==> src/rtl/struct_types.sv <==
// Shared types and constants for the binary32 summator.
package struct_types;

   typedef struct packed {
      logic        sign;
      logic [7:0]  exp;
      logic [22:0] mant;
   } float_point_num;

   typedef struct packed {
      logic valid;
      logic nan;
      logic inf;
      logic zero;
      logic inexact;
   } fp_status_t;

   localparam logic [31:0] QNAN    = 32'h7FC0_0000;
   localparam logic [7:0]  EXP_MAX = 8'hFF;
   localparam logic [7:0]  BIAS    = 8'd127;

endpackage

==> src/rtl/fp_lzc.sv <==
// 27-bit leading-zero counter; an all-zero input reports 27.
module fp_lzc (
   input  logic [26:0] data_i,
   output logic [4:0]  cnt_o
);

   // Highest set bit wins because later iterations overwrite earlier ones.
   always_comb begin
      cnt_o = 5'd27;
      for (int i = 0; i < 27; i++) begin
         cnt_o = data_i[i] ? 5'(26 - i) : cnt_o;
      end
   end

endmodule

==> src/rtl/comb_fp_summator.sv <==
// IEEE-754 binary32 adder, round-to-nearest-even: combinational datapath, one output register stage.
module comb_fp_summator
   import struct_types::*;
(
   input  logic        clk_i,
   input  logic        rst_i,
   input  logic [31:0] a_i,
   input  logic [31:0] b_i,
   input  logic        vld_i,
   output logic [31:0] answer_o,
   output logic [4:0]  answer_status_o
);

   float_point_num fa_s, fb_s, big_s, sml_s;
   logic [7:0]  big_exp_s, sml_exp_s, exp_diff_s, lshift_s;
   logic [26:0] big_man_s, sml_man_s, aligned_s, diff_s, norm_s;
   logic [53:0] shifted_s;
   logic [27:0] sum_s;
   logic [24:0] rounded_s;
   logic [23:0] fin_man_s;
   logic [8:0]  norm_exp_s, fin_exp_s;
   logic [7:0]  exp_field_s;
   logic [4:0]  lzc_s;
   logic        eff_sub_s, res_sign_s, round_up_s;
   logic        nan_a_s, nan_b_s, inf_a_s, inf_b_s;
   logic [31:0] res_s, ans_d, ans_q;
   fp_status_t  flags_s, st_d, st_q;

   fp_lzc u_lzc (
      .data_i (diff_s),
      .cnt_o  (lzc_s)
   );

   // Unpack, align, add/subtract, normalize and round.
   always_comb begin
      fa_s  = a_i;
      fb_s  = b_i;
      big_s = (fa_s[30:0] >= fb_s[30:0]) ? fa_s : fb_s;
      sml_s = (fa_s[30:0] >= fb_s[30:0]) ? fb_s : fa_s;
      // Denormals use exponent 1 with a clear hidden bit.
      big_exp_s  = (big_s.exp == 8'h00) ? 8'h01 : big_s.exp;
      sml_exp_s  = (sml_s.exp == 8'h00) ? 8'h01 : sml_s.exp;
      big_man_s  = {big_s.exp != 8'h00, big_s.mant, 3'b000};
      sml_man_s  = {sml_s.exp != 8'h00, sml_s.mant, 3'b000};
      exp_diff_s = big_exp_s - sml_exp_s;
      shifted_s  = {sml_man_s, 27'h0} >> exp_diff_s;
      if (exp_diff_s >= 8'd27) begin
         aligned_s = {26'h0, |sml_man_s};
      end else begin
         aligned_s = {shifted_s[53:28], shifted_s[27] | (|shifted_s[26:0])};
      end

      eff_sub_s  = big_s.sign ^ sml_s.sign;
      sum_s      = {1'b0, big_man_s} + {1'b0, aligned_s};
      diff_s     = big_man_s - aligned_s;
      res_sign_s = big_s.sign;
      lshift_s   = 8'h00;
      if (!eff_sub_s) begin
         if (sum_s[27]) begin
            norm_s     = {sum_s[27:2], sum_s[1] | sum_s[0]};
            norm_exp_s = {1'b0, big_exp_s} + 9'd1;
         end else begin
            norm_s     = sum_s[26:0];
            norm_exp_s = {1'b0, big_exp_s};
         end
      end else begin
         // Left shift is capped so the exponent stops at 1 (gradual underflow).
         lshift_s   = ({3'b000, lzc_s} < (big_exp_s - 8'd1)) ? {3'b000, lzc_s} : (big_exp_s - 8'd1);
         norm_s     = diff_s << lshift_s;
         norm_exp_s = {1'b0, big_exp_s} - {1'b0, lshift_s};
         res_sign_s = (diff_s == 27'h0) ? 1'b0 : big_s.sign;
      end

      round_up_s = norm_s[2] & (norm_s[1] | norm_s[0] | norm_s[3]);
      rounded_s  = {1'b0, norm_s[26:3]} + {24'h0, round_up_s};
      if (rounded_s[24]) begin
         fin_man_s = rounded_s[24:1];
         fin_exp_s = norm_exp_s + 9'd1;
      end else begin
         fin_man_s = rounded_s[23:0];
         fin_exp_s = norm_exp_s;
      end
      exp_field_s = fin_man_s[23] ? fin_exp_s[7:0] : 8'h00;
   end

   // Special-operand and overflow handling over the finite result.
   always_comb begin
      nan_a_s = (fa_s.exp == EXP_MAX) && (fa_s.mant != 23'h0);
      nan_b_s = (fb_s.exp == EXP_MAX) && (fb_s.mant != 23'h0);
      inf_a_s = (fa_s.exp == EXP_MAX) && (fa_s.mant == 23'h0);
      inf_b_s = (fb_s.exp == EXP_MAX) && (fb_s.mant == 23'h0);
      flags_s = 5'b0_0000;
      flags_s.valid = 1'b1;
      if (nan_a_s || nan_b_s || (inf_a_s && inf_b_s && (fa_s.sign != fb_s.sign))) begin
         res_s       = QNAN;
         flags_s.nan = 1'b1;
      end else if (inf_a_s || inf_b_s) begin
         res_s       = inf_a_s ? a_i : b_i;
         flags_s.inf = 1'b1;
      end else if (fin_exp_s >= 9'd255) begin
         res_s           = {res_sign_s, EXP_MAX, 23'h0};
         flags_s.inf     = 1'b1;
         flags_s.inexact = 1'b1;
      end else begin
         res_s           = {res_sign_s, exp_field_s, fin_man_s[22:0]};
         flags_s.zero    = (fin_man_s == 24'h0);
         flags_s.inexact = |norm_s[2:0];
      end
   end

   // Load a new result on valid; otherwise hold value and flags, drop valid.
   always_comb begin
      if (vld_i) begin
         ans_d = res_s;
         st_d  = flags_s;
      end else begin
         ans_d       = ans_q;
         st_d        = st_q;
         st_d.valid  = 1'b0;
      end
   end

   // Output register stage with synchronous reset.
   always_ff @(posedge clk_i) begin
      if (rst_i) begin
         ans_q <= 32'h0;
         st_q  <= 5'b0_0000;
      end else begin
         ans_q <= ans_d;
         st_q  <= st_d;
      end
   end

   assign answer_o        = ans_q;
   assign answer_status_o = st_q;

endmodule

==> config.mk <==
export PLATFORM = sky130hd
export DESIGN_NAME = comb_fp_summator
export DESIGN_NICKNAME = d
export VERILOG_FILES = /design/src/rtl/struct_types.sv /design/src/rtl/fp_lzc.sv /design/src/rtl/comb_fp_summator.sv
export SDC_FILE = /design/constraint.sdc
export NUM_CORES = 1
export LEC_CHECK = 0
export ABC_AREA = 1
export BUFFER_PORTS_ARGS = -buffer_cell sky130_fd_sc_hd__buf_2
export CAP_MARGIN = 10
export CELL_PAD_IN_SITES_DETAIL_PLACEMENT = 1
export CELL_PAD_IN_SITES_GLOBAL_PLACEMENT = 2
export CORE_MARGIN = 5
export CORE_UTILIZATION = 29
export DETAILED_ROUTE_END_ITERATION = 16
export PLACE_DENSITY = 0.9
export SYNTH_ARGS = -nofsm -noshare
export SYNTH_HDL_FRONTEND = slang
export SYNTH_SLANG_ARGS = --single-unit
==> constraint.sdc <==
create_clock -name clk_i -period 12 [get_ports clk_i]
set_clock_uncertainty 0.2 [all_clocks]
set_input_delay 0.6 -clock clk_i [delete_from_list [all_inputs] [get_ports clk_i]]
set_output_delay 0.6 -clock clk_i [all_outputs]
set_load 0.005 [all_outputs]
==> results.sh, run 1 <==
export IMPL_initial_core_util_pct=29.3
export IMPL_cpLargestDelayFamily="simple AND/OR/NAND/NOR gates"
export IMPL_io_buffer_count=103
export IMPL_grt_pass1_wl_um=87800
export IMPL_antenna_left=0
export IMPL_via_count=16881
export IMPL_drc=0
export IMPL_wire_per_inst_um=18.9
export IMPL_routed_wl_um=59500
export IMPL_yosys_top_cells_area="nand2_1, nand3_1, ha_1, inv_1, dfxtp_1"
export IMPL_critPathMostFrequentCell="nand2_1"
export IMPL_yosysWarnings=0
export IMPL_ir_drop_v=0.0000751
export IMPL_fp_dieH_um=219
export IMPL_fin_crit_sh_pct=97.7
export IMPL_ys_flop_type="dfxtp_1"
export IMPL_coreArea_um2=43100
export IMPL_max_stage_delay_ps=450
export IMPL_fp_dieW_um=219
export IMPL_crit_type="in2reg"
export IMPL_hold_class="reg2reg"
export IMPL_hold_path_startpoint="answer_o[20]"
export IMPL_viasPerCell=5.37
export IMPL_async_reset_ff_share_pct=0
export IMPL_numPlacedInstances=3080
export IMPL_crit_path_start="a_i[22]"
export IMPL_fin_setup_tns_ps=0
export IMPL_grt_max_degree=76
export IMPL_htree_levels=2
export IMPL_worst_path_max_fanout=28
export IMPL_relSlewSlack_pct=25.7
export IMPL_rows=76
export IMPL_crit_arrival_ps=11660
export IMPL_syn_area_um2=12600
export IMPL_synth_edff_count=0
export IMPL_place_gp_congestion=1.00
export IMPL_synth_top_area_cell="nand2_1"
export IMPL_synth_common_cells="nand2_1, nand3_1, inv_1"
export IMPL_grtUsageTotal_pct=22.3
export IMPL_syn_num_nets=2535
export IMPL_clk_insertion_delay_late_ps=280
export IMPL_first_pass_iters=5
export IMPL_slew_violations=0
export IMPL_yosysSeqAreaShare_pct=5.86
export IMPL_p_leak_nw=8.41
export IMPL_power_per_cell_area_nw_per_um2=214
export IMPL_crit_required_ps=11940
export IMPL_timing_rr_start="answer_status_o[1]"
export IMPL_post_route_min_period_ps=11720
export IMPL_synth_top_cell_area_share_pct=21.6
export IMPL_busiest_layer="met2"
export IMPL_stdcell_count=3146
export IMPL_cp_num_buf_inv=15
export IMPL_place_area_um2=14400
export IMPL_syn_avg_cell_area_um2=5.35
export IMPL_area_growth_pct=27.2
export IMPL_end_kind="flop"
export IMPL_insertedDiodeCount=0
export IMPL_clk_path_buf_depth=2
export IMPL_grt_use_met3_pct=2.59
export IMPL_yosys_register_bits=37
export IMPL_finalSetupViolations=0
export IMPL_overflow=0
export IMPL_cts_tree="built"
export IMPL_grt_util_met2_pct=37.3
export IMPL_crit_slowest_cell="fa_2"
export IMPL_numCtsBuffers=5
export IMPL_total_power_mw=3.44
export IMPL_cts_root_buf="clkbuf_16"
export IMPL_synth_distinct_cells=65
export IMPL_clk_pin_slew_ps=60
export IMPL_syn_instance_count=2363
export IMPL_fmax_mhz=85.3
export IMPL_cap_violations=0
export IMPL_num_nets_final=2732
export IMPL_drt_iter0_drc=1065
export IMPL_worstMarginPinSlew_ps=1100
export IMPL_fin_ws_ps=280
export IMPL_grt_pass1_vias=16467
export IMPL_hold_viol=0
export IMPL_antenna_found_initial=0
export IMPL_dp_hpwl_um=47100
export IMPL_status="complete, no violations"
export IMPL_final_cell_area_um2=16100
export IMPL_num_io_pins=104
export IMPL_place_ws_ps=-730
export IMPL_die_area_um2=47900
export IMPL_drive_gt1_share_pct=22.4
export IMPL_yosysMostFrequentCell="nand2_1"
export IMPL_grtUsageMet1_pct=31.1
export IMPL_startpoint_type="input pin"
export IMPL_cts_sinks=37
==> through the flow <==
stage	util (%)	hold WS (ps)
CTS	34.1	265
finish	37.3	267
global placement	33.5	252
global route	37.3	290
detailed placement	33.5	257
floorplan	-	255
==> metal layers <==
| metal | vias to the layer above | wire [µm] |
|---|---|---|
| li1 | 8111 | - |
| met1 | 8140 | 26500 |
| met2 | 534 | 28000 |
| met3 | 96 | 3540 |
| met4 | 0 | 1530 |
| met5 | - | 0 |
==> final timing paths <==
| kind | to | slack, ps | depth (start not counted) |
|---|---|---|---|
| hold / removal | answer_o[20] | 270 | 2 |
| setup / recovery | answer_o[9] | 280 | 75 |
| hold reg to reg | answer_o[20] | 270 | 2 |
| setup reg to reg | answer_status_o[1] | 11070 | 2 |
==> state kept, by name (all words and copies together) (netlist names) <==
register / cells
answer_o: 32
answer_status_o: 5
==> cell families after synthesis <==
family                   count (synthesis)  share of synthesized area [%]
AO/OA/AOI/OAI                          299                           13.5
XOR/XNOR                                74                           5.48
adder cells (fa/ha/maj)                105                           10.6
buffers and inverters                  405                           13.3
flip-flops                              37                           5.86
multiplexers                             2                          0.198
other                                    1                         0.0297
AND/OR/NAND/NOR                       1440                           51.0
==> power breakdown <==
group	switching, mW	internal [mW]	total (mW)
clock	0.0497	0.0879	0.138
combinational	2.03	1.11	3.14
sequential	0.0136	0.150	0.164
total	2.09	1.35	3.44
==> final cells by class <==
type	instances	area, µm²
clock buffer	7	153
clock inverter	1	5.00
fill	5904	27000
inverter	299	1140
multi-input combinational	1925	11100
sequential	37	741
tap	585	732
timing repair buffer	291	2190
timing repair inverter	1	16.3
==> cells in the final DEF (no fill, tap or decap), types with 8 or more instances in the layout <==
cell / n
a21oi_1: 121
a21oi_2: 11
buf_12: 8
buf_2: 102
buf_4: 164
clkbuf_16: 10
dfxtp_1: 37
ha_1: 91
ha_4: 10
inv_1: 251
inv_2: 41
nand2_1: 693
nand2_2: 49
nand2_4: 12
nand3_1: 337
nand3_2: 39
nand3b_1: 14
nand4_1: 57
nor2_1: 151
nor2_2: 23
nor2_4: 14
nor3_1: 14
nor4_1: 8
o211ai_1: 15
o21ai_0: 69
o21ai_1: 24
o21ai_2: 11
xor2_1: 56
xor2_2: 9
==> timing repair <==
item,CTS,global route
pin swaps,2,64
gates resized for setup,12,227
endpoints found under the setup margin,34,34
buffers inserted,2,46
gates cloned,1,9
hold buffers,0,0
==> worst min-delay path, stage by stage (launching register included) <==
cell	delay, ps
dfxtp_1	310
nand2_1	60
a21oi_1	50
Power figures use the tool's default switching activity.
==> run 2: changes to the inputs <==
--- a/config.mk
+++ b/config.mk
@@ -8,12 +8,12 @@
 export ABC_AREA = 1
 export BUFFER_PORTS_ARGS = -buffer_cell sky130_fd_sc_hd__buf_2
 export CAP_MARGIN = 10
-export CELL_PAD_IN_SITES_DETAIL_PLACEMENT = 1
-export CELL_PAD_IN_SITES_GLOBAL_PLACEMENT = 2
+export CELL_PAD_IN_SITES_DETAIL_PLACEMENT = 0
+export CELL_PAD_IN_SITES_GLOBAL_PLACEMENT = 1
 export CORE_MARGIN = 5
-export CORE_UTILIZATION = 29
+export CORE_UTILIZATION = 38
 export DETAILED_ROUTE_END_ITERATION = 16
-export PLACE_DENSITY = 0.9
+export PLACE_DENSITY = 0.89
 export SYNTH_ARGS = -nofsm -noshare
 export SYNTH_HDL_FRONTEND = slang
 export SYNTH_SLANG_ARGS = --single-unit
==> results.sh, run 2 (synthesis results as in run 1) <==
export IMPL_final_cell_area_um2=14900
export IMPL_place_area_um2=13700
export IMPL_cts_sinks=37
export IMPL_final_common_cell="nand2_1"
export IMPL_clk_pin_slew_ps=50
export IMPL_num_nets_final=2656
export IMPL_hold_class="reg2reg"
export IMPL_area_growth_pct=18.0
export IMPL_ir_drop_v=0.0000727
export IMPL_num_io_pins=104
export IMPL_max_stage_delay_ps=370
export IMPL_overflow=0
export IMPL_crit_required_ps=12010
export IMPL_grt_pass1_wl_um=73000
export IMPL_m1WireLength_um=21400
export IMPL_crit_slowest_cell="mux2_4"
export IMPL_cts_tree="built"
export IMPL_drive_gt1_share_pct=18.0
export IMPL_met2_length_um=20200
export IMPL_hold_viol=0
export IMPL_drc=0
export IMPL_largest_register_ff_count=32
export IMPL_htree_levels=2
export IMPL_postCtsHoldBufs=0
export IMPL_clk_path_buf_depth=2
export IMPL_cap_violations=0
export IMPL_die_area_um2=37000
export IMPL_grt_pass1_vias=14372
export IMPL_finalSetupViolations=0
export IMPL_most_common_layout_cells="nand2_1, nand3_1, inv_1"
export IMPL_initial_core_util_pct=38.7
export IMPL_met3WireLength_um=3860
export IMPL_power_per_cell_area_nw_per_um2=202
export IMPL_whs_ps=257
export IMPL_fmax_mhz=88.5
export IMPL_clk_insertion_delay_late_ps=280
export IMPL_fp_dieH_um=192
export IMPL_first_pass_iters=7
export IMPL_crit_type="in2reg"
export IMPL_critPathMostFrequentCell="nand2_1"
export IMPL_cts_root_buf="clkbuf_16"
export IMPL_grt_max_degree=74
export IMPL_worstMarginPinSlew_ps=1000
export IMPL_insertedDiodeCount=0
export IMPL_drt_iter0_drc=1799
export IMPL_viasPerCell=5.50
export IMPL_antenna_left=0
export IMPL_grtUsageTotal_pct=23.8
export IMPL_coreArea_um2=32700
export IMPL_post_route_min_period_ps=11310
export IMPL_p_leak_nw=7.87
export IMPL_dp_hpwl_um=38100
export IMPL_end_kind="flop"
export IMPL_slew_violations=0
export IMPL_antenna_found_initial=0
export IMPL_io_buffer_count=103
export IMPL_rows=66
export IMPL_fin_util_pct=45.6
export IMPL_top_layer="met4"
export IMPL_routed_wl_um=47100
export IMPL_fin_crit_sh_pct=94.2
export IMPL_place_gp_congestion=1.01
export IMPL_wire_per_inst_um=16.1
export IMPL_numCtsBuffers=5
export IMPL_fp_dieW_um=192
export IMPL_via_count=16092
export IMPL_status="complete, no violations"
export IMPL_relSlewSlack_pct=33.0
export IMPL_startpoint_type="input pin"
export IMPL_worst_path_max_fanout=21
export IMPL_crit_arrival_ps=11310
export IMPL_total_power_mw=3.01
run 2: cell types whose count changed in the layout (fill, tap and decap cells not counted), sizes merged:
cell	change
clkinvlp	-2
nand3	+1
buf	-72
clkinv	+2
clkbuf	-6
run 2: power by group:
part / total (mW) / switching [mW] / internal, mW / leakage [nW]
clock: 0.131 / 0.0496 / 0.0816 / 0.0700
combinational: 2.72 / 1.79 / 0.931 / 7.49
sequential: 0.163 / 0.0127 / 0.150 / 0.305
total: 3.01 / 1.85 / 1.16 / 7.87
run 2: routing by layer:
metal / up-vias / track usage (%)
met3: 91 / 2.91
met5: - / 0
li1: 7941 / -
met1: 7288 / 35.1
met4: 0 / 7.38
met2: 772 / 36.0
run 2: path summary, 6_finish.rpt:
| path | start | endpoint | slack [ps] | depth (start not counted) |
|---|---|---|---|---|
| setup / recovery | a_i[2] | answer_o[16] | 690 | 84 |
| hold / removal | answer_o[17] | answer_o[17] | 260 | 2 |
| setup reg to reg | answer_o[31] | answer_o[31] | 11080 | 2 |
| hold reg to reg | answer_o[17] | answer_o[17] | 260 | 2 |
run 2: cell type report:
type                    count  area, µm²
clock buffers               7        143
repair buffers            213       1470
inverters                 299       1130
fillers                  3632      17800
multi-input cells        1926      10900
repair inverters            2       11.3
well taps                 442        553
flip-flops and latches     37        741
run 2: worst max-delay path: cells and delay by family:
family	cells	cell delay (ps)
simple gates	58	6690
buf+inv	12	1420
compound gates	8	1160
fa+ha+maj	4	860
mux	1	370
xor+xnor	1	160
run 2: what timing repair did:
action	4_1_cts	5_1_grt
setup endpoints to repair	0	34
buffers inserted	0	37
resized for setup	0	170
run 2: per-stage QoR:
step | std cells | setup slack, ps | setup TNS, ps
floorplan | 2363 | 207 | 0
global placement | 2875 | 148 | 0
detailed placement | 2875 | -84.1 | -1240
CTS | 2882 | 191 | 0
global route | 2926 | -158 | -3850
finish | 2926 | 695 | 0
==> run 3: changes to the inputs <==
--- a/config.mk
+++ b/config.mk
@@ -11,9 +11,9 @@
 export CELL_PAD_IN_SITES_DETAIL_PLACEMENT = 0
 export CELL_PAD_IN_SITES_GLOBAL_PLACEMENT = 1
 export CORE_MARGIN = 5
-export CORE_UTILIZATION = 38
+export CORE_UTILIZATION = 35
 export DETAILED_ROUTE_END_ITERATION = 16
-export PLACE_DENSITY = 0.89
+export PLACE_DENSITY = 0.84
 export SYNTH_ARGS = -nofsm -noshare
 export SYNTH_HDL_FRONTEND = slang
 export SYNTH_SLANG_ARGS = --single-unit
==> results.sh, run 3 (synthesis results as in run 1) <==
export IMPL_power_frac_clock_pct=5.0
export IMPL_cts_tree="built"
export IMPL_area_growth_pct=19.5
export IMPL_numCtsBuffers=5
export IMPL_largest_register_ff_count=32
export IMPL_num_nets_final=2671
export IMPL_finalSetupViolations=0
export IMPL_post_route_min_period_ps=11410
export IMPL_p_leak_nw=8.01
export IMPL_crit_required_ps=11950
export IMPL_io_buffer_count=103
export IMPL_clk_insertion_delay_late_ps=290
export IMPL_hold_class="reg2reg"
export IMPL_crit_slowest_cell="fa_2"
export IMPL_crit_type="in2reg"
export IMPL_initial_core_util_pct=35.5
export IMPL_routed_wl_um=52300
export IMPL_viasPerCell=5.45
export IMPL_slew_violations=0
export IMPL_worst_path_max_fanout=24
export IMPL_power_per_cell_area_nw_per_um2=210
export IMPL_most_common_layout_cells="nand2_1, nand3_1, inv_1"
export IMPL_htree_levels=2
export IMPL_coreArea_um2=35600
export IMPL_max_stage_delay_ps=360
export IMPL_power_frac_comb_pct=89.8
export IMPL_grt_pass1_wl_um=79500
export IMPL_postCtsHoldBufs=0
export IMPL_fp_dieW_um=200
export IMPL_insertedDiodeCount=0
export IMPL_startpoint_type="input pin"
export IMPL_status="complete, no violations"
export IMPL_antenna_left=0
export IMPL_cts_root_buf="clkbuf_16"
export IMPL_grtUsageTotal_pct=24.5
export IMPL_worstMarginPinSlew_ps=1110
export IMPL_antenna_found_initial=0
export IMPL_critPathMostFrequentCell="nand2_1"
export IMPL_cts_sinks=37
export IMPL_switching_share_pct=61.1
export IMPL_die_area_um2=40000
export IMPL_stdcell_count=2961
export IMPL_end_kind="flop"
export IMPL_whs_ps=262
export IMPL_hold_viol=0
export IMPL_p_int_mw=1.23
export IMPL_pwr_share_seq_pct=5.2
export IMPL_rows=69
export IMPL_num_io_pins=104
export IMPL_numPlacedInstances=2913
export IMPL_clk_path_buf_depth=2
export IMPL_drive_gt1_share_pct=18.2
export IMPL_fp_dieH_um=200
export IMPL_crit_arrival_ps=11360
export IMPL_clk_pin_slew_ps=60
export IMPL_relSlewSlack_pct=25.6
export IMPL_hold_depth=2
export IMPL_cap_violations=0
export IMPL_final_common_cell="nand2_1"
export IMPL_dp_hpwl_um=42900
export IMPL_fmax_mhz=87.6
export IMPL_first_pass_iters=7
export IMPL_grt_max_degree=74
export IMPL_drc=0
export IMPL_place_gp_congestion=1.00
export IMPL_grt_pass1_vias=14720
export IMPL_via_count=16132
export IMPL_ir_drop_v=0.0000903
export IMPL_wire_per_inst_um=17.7
export IMPL_overflow=0
export IMPL_switchingPower_mw=1.94
export IMPL_reg2regPathDepth=2
export IMPL_drt_iter0_drc=1552
export IMPL_fin_crit_sh_pct=95.1
run 3: cell types whose count changed in the layout (fill, tap and decap cells not counted), moves of 3 or more:
cell / change
inv_1: +4
buf_12: +5
buf_4: +11
nand3_2: +3
buf_6: -3
inv_2: -5
clkbuf_16: +3
xor2_4: -4
o21ai_0: -4
xor2_1: +4
o21ai_1: +5
nand3_1: -4
run 3: power by group through the flow:
stage | clock network, mW | registers [mW] | logic (mW)
CTS | 0.160 | 0.164 | 2.61
global route | 0.166 | 0.167 | 3.15
detailed placement | 0 | 0.166 | 2.60
finish | 0.159 | 0.164 | 2.84
global placement | 0 | 0.164 | 2.60
floorplan | 0 | 0.168 | 1.83
run 3: metrics by stage:
stage	setup TNS, ps	util [%]	setup WS [ps]	total power, mW	instance area (µm²)
floorplan	0	-	207	1.99	12600
global placement	-12740	39.3	-443	2.76	14000
detailed placement	-17750	39.3	-580	2.76	14000
CTS	0	39.9	11.6	2.93	14200
global route	-3630	42.5	-184	3.48	15100
finish	0	42.5	587	3.17	15100
run 3: path summary, 6_finish.rpt:
| kind | slack, ps | end | from |
|---|---|---|---|
| max | 590 | answer_o[8] | b_i[2] |
| min reg2reg | 260 | answer_o[5] | answer_o[5] |
| max reg2reg | 11090 | answer_o[11] | answer_o[11] |
| min | 260 | answer_o[5] | answer_o[5] |
run 3: worst max-delay path: cells and delay by family:
family                   cells  cell delay (ps)
buffers and inverters       12             1440
AO/OA/AOI/OAI               11             1630
XOR/XNOR                     2              340
adder cells (fa/ha/maj)      6             1390
AND/OR/NAND/NOR             53             5940
run 3: layout make-up:
type / count / area, µm²
clock buffers: 6 / 139
clock inverters: 2 / 37.5
fillers: 3982 / 20500
inverters: 299 / 1140
multi-input cells: 1926 / 10800
flip-flops and latches: 37 / 741
well taps: 461 / 577
repair buffers: 229 / 1690
repair inverters: 1 / 6.26
run 3: metal layers:
layer  up-vias  global-route usage (%)  routed length [µm]
met1      7459                    34.9               23600
met3        48                    2.65                3630
li1       7992                       -                   -
met5         -                       0                   0
met4         0                    4.86                1130
met2       633                    40.3               23900
run 3: what timing repair did:
action | in CTS | in global routing
gates resized for setup | 4 | 149
pin swaps | 2 | 57
setup endpoints to repair | 34 | 34
cloned | 1 | 8
endpoints found under the hold margin | 0 | 0
buffers inserted | 0 | 31
